### config.mk
export PLATFORM = sky130hd
export DESIGN_NAME = encoder164
export DESIGN_NICKNAME = d
export VERILOG_FILES = /design/src/rtl/enc_pkg.sv /design/src/rtl/prienc16.sv /design/src/rtl/encoder164.sv
export SDC_FILE = /design/constraint.sdc
export NUM_CORES = 1
export LEC_CHECK = 0
export BUFFER_PORTS_ARGS = -buffer_cell sky130_fd_sc_hd__buf_2
export CAP_MARGIN = 15
export CORE_MARGIN = 2
export CORE_UTILIZATION = 48
export DETAILED_ROUTE_END_ITERATION = 6
export HOLD_SLACK_MARGIN = 0.08
export PLACE_DENSITY = 0.78
export SETUP_SLACK_MARGIN = 0.05
export SKIP_LAST_GASP = 1
export SLEW_MARGIN = 10
export SYNTH_ARGS = -nofsm -noshare
export SYNTH_HDL_FRONTEND = slang
export SYNTH_SLANG_ARGS = --single-unit
### constraint.sdc
create_clock -name clk -period 1.85 [get_ports clk]
set_input_delay 0 -clock clk [delete_from_list [all_inputs] [get_ports clk]]
set_output_delay 0 -clock clk [all_outputs]
set_load 0.005 [all_outputs]
### src/rtl/enc_pkg.sv
// Shared types and sizes for the serialising 16-to-4 encoder.
// The optional out_last port is enabled by defining ENC_LAST_EN.
package enc_pkg;
   localparam int ENC_N = 16;
   localparam int ENC_W = $clog2(ENC_N);

   typedef enum logic {IDLE, DRAIN} enc_state_t;
   typedef logic [ENC_W-1:0] enc_idx_t;
endpackage

### src/rtl/prienc16.sv
// Combinational lowest-set-bit encoder: index of the lowest set line plus an any-bit flag.
// With no bit set the index reads 0, so q idles at 0.
module prienc16
   import enc_pkg::*;
(
   input  logic [ENC_N-1:0] vec,
   output enc_idx_t         idx,
   output logic             any
);

   always_comb begin
      idx = '0;
      // scan downwards so the lowest set bit is the last one written
      for (int i = ENC_N - 1; i >= 0; i--) begin
         if (vec[i]) idx = ENC_W'(i);
      end
   end

   assign any = |vec;

endmodule

### src/rtl/encoder164.sv
// Serialising 16-to-4 encoder: emits the index of every set input line, lowest first.
// Define ENC_LAST_EN to add the out_last port marking the final index of a vector.
//
// state | meaning
// IDLE  | ready for a new line vector, no output pending
// DRAIN | emitting indices of pend, one per output handshake
module encoder164
   import enc_pkg::*;
(
   input  logic             clk,
   input  logic             rst_n,
   input  logic             in_valid,
   output logic             in_ready,
   input  logic [ENC_N-1:0] d,
   output logic             out_valid,
   input  logic             out_ready,
   output enc_idx_t         q,
   output logic             busy
`ifdef ENC_LAST_EN
   ,
   output logic             out_last
`endif
);

   enc_state_t       state, state_nxt;
   logic [ENC_N-1:0] pend, pend_nxt;
   logic [ENC_N-1:0] pend_clr;
   logic             pend_any;
   logic             last;

   prienc16 u_prienc (
      .vec (pend),
      .idx (q),
      .any (pend_any)
   );

   assign pend_clr = pend & (pend - 1'b1);
   // exactly one bit left: the current index is the final one of this vector
   assign last     = pend_any & ~(|pend_clr);

   assign in_ready  = (state == IDLE);
   assign out_valid = (state == DRAIN);
   assign busy      = (state == DRAIN);

`ifdef ENC_LAST_EN
   assign out_last = out_valid & last;
`endif

   always_ff @(posedge clk or negedge rst_n) begin
      if (!rst_n) begin
         state <= IDLE;
         pend  <= '0;
      end else begin
         state <= state_nxt;
         pend  <= pend_nxt;
      end
   end

   always_comb begin
      state_nxt = state;
      pend_nxt  = pend;
      unique case (state)
         IDLE: begin
            if (in_valid && (d != '0)) begin
               pend_nxt  = d;
               state_nxt = DRAIN;
            end
         end
         DRAIN: begin
            if (out_ready) begin
               pend_nxt = pend_clr;
               if (last) state_nxt = IDLE;
            end
         end
         default: begin
            state_nxt = IDLE;
            pend_nxt  = '0;
         end
      endcase
   end

endmodule
==> results.md <==
* Outcome: complete, but fails checks
* Violated checks: negative setup slack
* Met1 Usage GRT at 0.357
* Post-synth top area cell: dfrtp_1
* Clk Latency, worst-skew pair at 0.29 ns
* Filler cell count at 172
* Arrival time worst endpoint at 2.10 ns
* Slew @ Worst Pin at 0.664 ns
* Iter 0 DRT Violations at 55
* Seq/Total Area, Yosys at 0.360
* Worst Hold End: pend[0]
* GPL Wtd Cong at 0.988
* Num rows at 17
* Clock transition at the registers of the reported paths at 0.10 ns
* HPWL after DPL at 2.56 mm
* Final WS setup at -0.0885 ns
* Hold path depth at 4
* Startpoint types: register
* Core Box Area at 2280 sq um
* Hold_sp: out_ready
* Worst slew margin at 0.546
* Full die area at 2880 sq um
* Netlist Area Pre-Place at 1180 sq um
* H-tree lvl count at 1
* #FFs+latches synth at 17
* Worst hold path type: input pin to register
* Pins over their slew limit at 0
* Unrepaired setup endpoints after global routing: true
* Top-area cell type share of the netlist area at 0.360
* Grt ovf at 0
* YS warnings at 0
* Post-synth ARST share at 1.00
* Leak at 0.793 nW
* Placed Cells at 201
* Layout overhead on the synthesized area at 42.4%
* Chip Width at 53.6 um
* Iteration count of the initial detailed-routing pass at 4
* IO Port Bufs at 26
* Clock Root Buffer: clkbuf_4
* Min Tclk post-route at 1.94 ns
* Net Count, Synth at 154
* Ant diodes at 0
* Clock Skews at 0.00657 ns
* Final period util at 1.05
* I/O pins at 27
* Netlist cell types at 40
* Total global-route track usage at 0.291
* CTS Buffer Depth at 2
* Endpoints failing hold at 0
* Detailed-route via count at 1367
* DRT antenna net count at 0
* Reg2reg path depth at 5
* R2R Path End: busy
* CTS tree: done
* Synthesized instance count at 134
* # setup viols final at 1
* Most common cell in the netlist: nand2_1
* GR met2 Demand/Resource at 0.496
* Max Cap Violations at 0
* Num Clock Sinks at 17
* Vias in the first global route at 1285
* RR Startpoint: pend[1]
* Largest net degree at the start of global routing at 18
* Avg WL per Cell at 16.8 um
* Fin util at 0.740
* Worst R2R Setup Slack at -0.09 ns
* Initial Util at 0.520
* Die H at 53.6 um
* Top cells by area, synth: dfrtp_1 (36%), a22o_1 (8.9%), nand2_1 (6.0%), buf_6 (4.8%), nor4_4 (3.6%)
* Global route hottest layer: met2
* Vias per inst at 6.05
* Routed WL at 3.80 mm
* Worst setup EP type: register
* Total Nets Final at 219
* First-pass GRT wire length at 5.95 mm
* Total CTS buffers at 3
* Critical path class: register to register
* Finished Layout Cells at 226
* Setup TNS at -0.0885 ns
* GR Layer Usage met3 at 0.0528
* DRC at 0
* Share of cells above drive strength 1 at 0.343
* Commonest cells in the netlist: nand2_1 (19), dfrtp_1 (17), a22o_1 (12), nor2_1 (9), nor3_1 (8)
* PD cells at 1830 nW/um^2
* Crit Path Max Fanout at 5
* Post-synth EDFFs at 0
* Syn_area_per_cell at 8.82 sq um
* Initial antenna violation count at 0
* Peak supply drop at 1.19 mV
* Fmax at 516 MHz
* Post-synth top flop: dfrtp_1
* Critical Path RT at 2.01 ns
layout make-up:
cell class	count	area (sq um)	share of cell area
Clock buffer	4	26.3	0.0156
Inverter	5	18.8	0.0111
Multi-Input combinational cell	104	688	0.409
Sequential cell	17	428	0.254
Tap cell	28	35.0	0.0208
Timing Repair Buffer	68	488	0.290
cells in the final DEF (no fill, tap or decap), types with 7 or more instances in the layout:
cell,netlist,layout
buf_2,0,26
buf_4,1,25
nand2_1,19,19
dlygate4sd3_1,0,17
dfrtp_1,17,15
a22o_1,12,12
nor2_1,9,7
nor3_1,8,7
o21ai_1,6,7
critical path: stages (launching register included):
cell and delay, ns:
dfrtp_1 0.48, buf_4 0.19, a2111oi_0 0.62, o22ai_2 0.18
a211oi_1 0.20, a41oi_1 0.14
layer usage:
layer	up-vias	wire length, um
met2	67	1890
met4	0	85
met3	8	253
met5	-	0
li1	628	-
met1	664	1570
cells by family (layout without fill, tap and decap cells):
| group | count (synthesis) | count (layout) | share of synthesized area |
|---|---|---|---|
| adders and majority gates | 2 | 2 | 0.0180 |
| AOI/OAI and AO/OA | 46 | 46 | 0.272 |
| DFF | 17 | 17 | 0.360 |
| and+or+nand+nor | 55 | 55 | 0.261 |
| muxes | 1 | 1 | 0.00847 |
| buffers and inverters | 13 | 77 | 0.0804 |
state kept, by name, indices dropped and copies added (netlist names):
register	count
pend	16
busy	1
timing repair:
item                       4_1_cts  5_1_grt
resized for setup                2        7
hold buffers                    17        0
setup buffers                    0        4
setup endpoints to repair        1        7
pin swaps                        0        2
hold endpoints to repair        33        0
power by group:
part           total (mW)  internal [mW]  switching (mW)
combinational        2.13           1.08            1.04
sequential          0.746          0.529           0.218
clock               0.205         0.0839           0.121
worst max-delay path by stage:
stage          depth (start not counted)  slack, ns    to    start
6_report                               5      -0.09  busy  pend[1]
5_1_grt                                5      -0.16  busy  pend[1]
4_1_cts                                7      -0.01  busy  pend[0]
3_5_place_dp                           7      -0.03  busy  pend[1]
3_3_place_gp                           7       0.04  busy  pend[1]
2_1_floorplan                          7      0.005  busy  pend[2]
through the flow:
stage                     setup slack (ns)  hold slack, ns  cell area, sq um  total power, mW
after floorplan                    0.00486          -0.296              1180             1.92
after global placement              0.0431         -0.0562              1430             2.59
after detailed placement           -0.0335         -0.0517              1430             2.64
after CTS                          -0.0100          0.0835              1630             2.90
after global routing                -0.163           0.105              1680             3.29
final                              -0.0885          0.0748              1680             3.08
No activity file was read; power rests on OpenSTA's default activity.
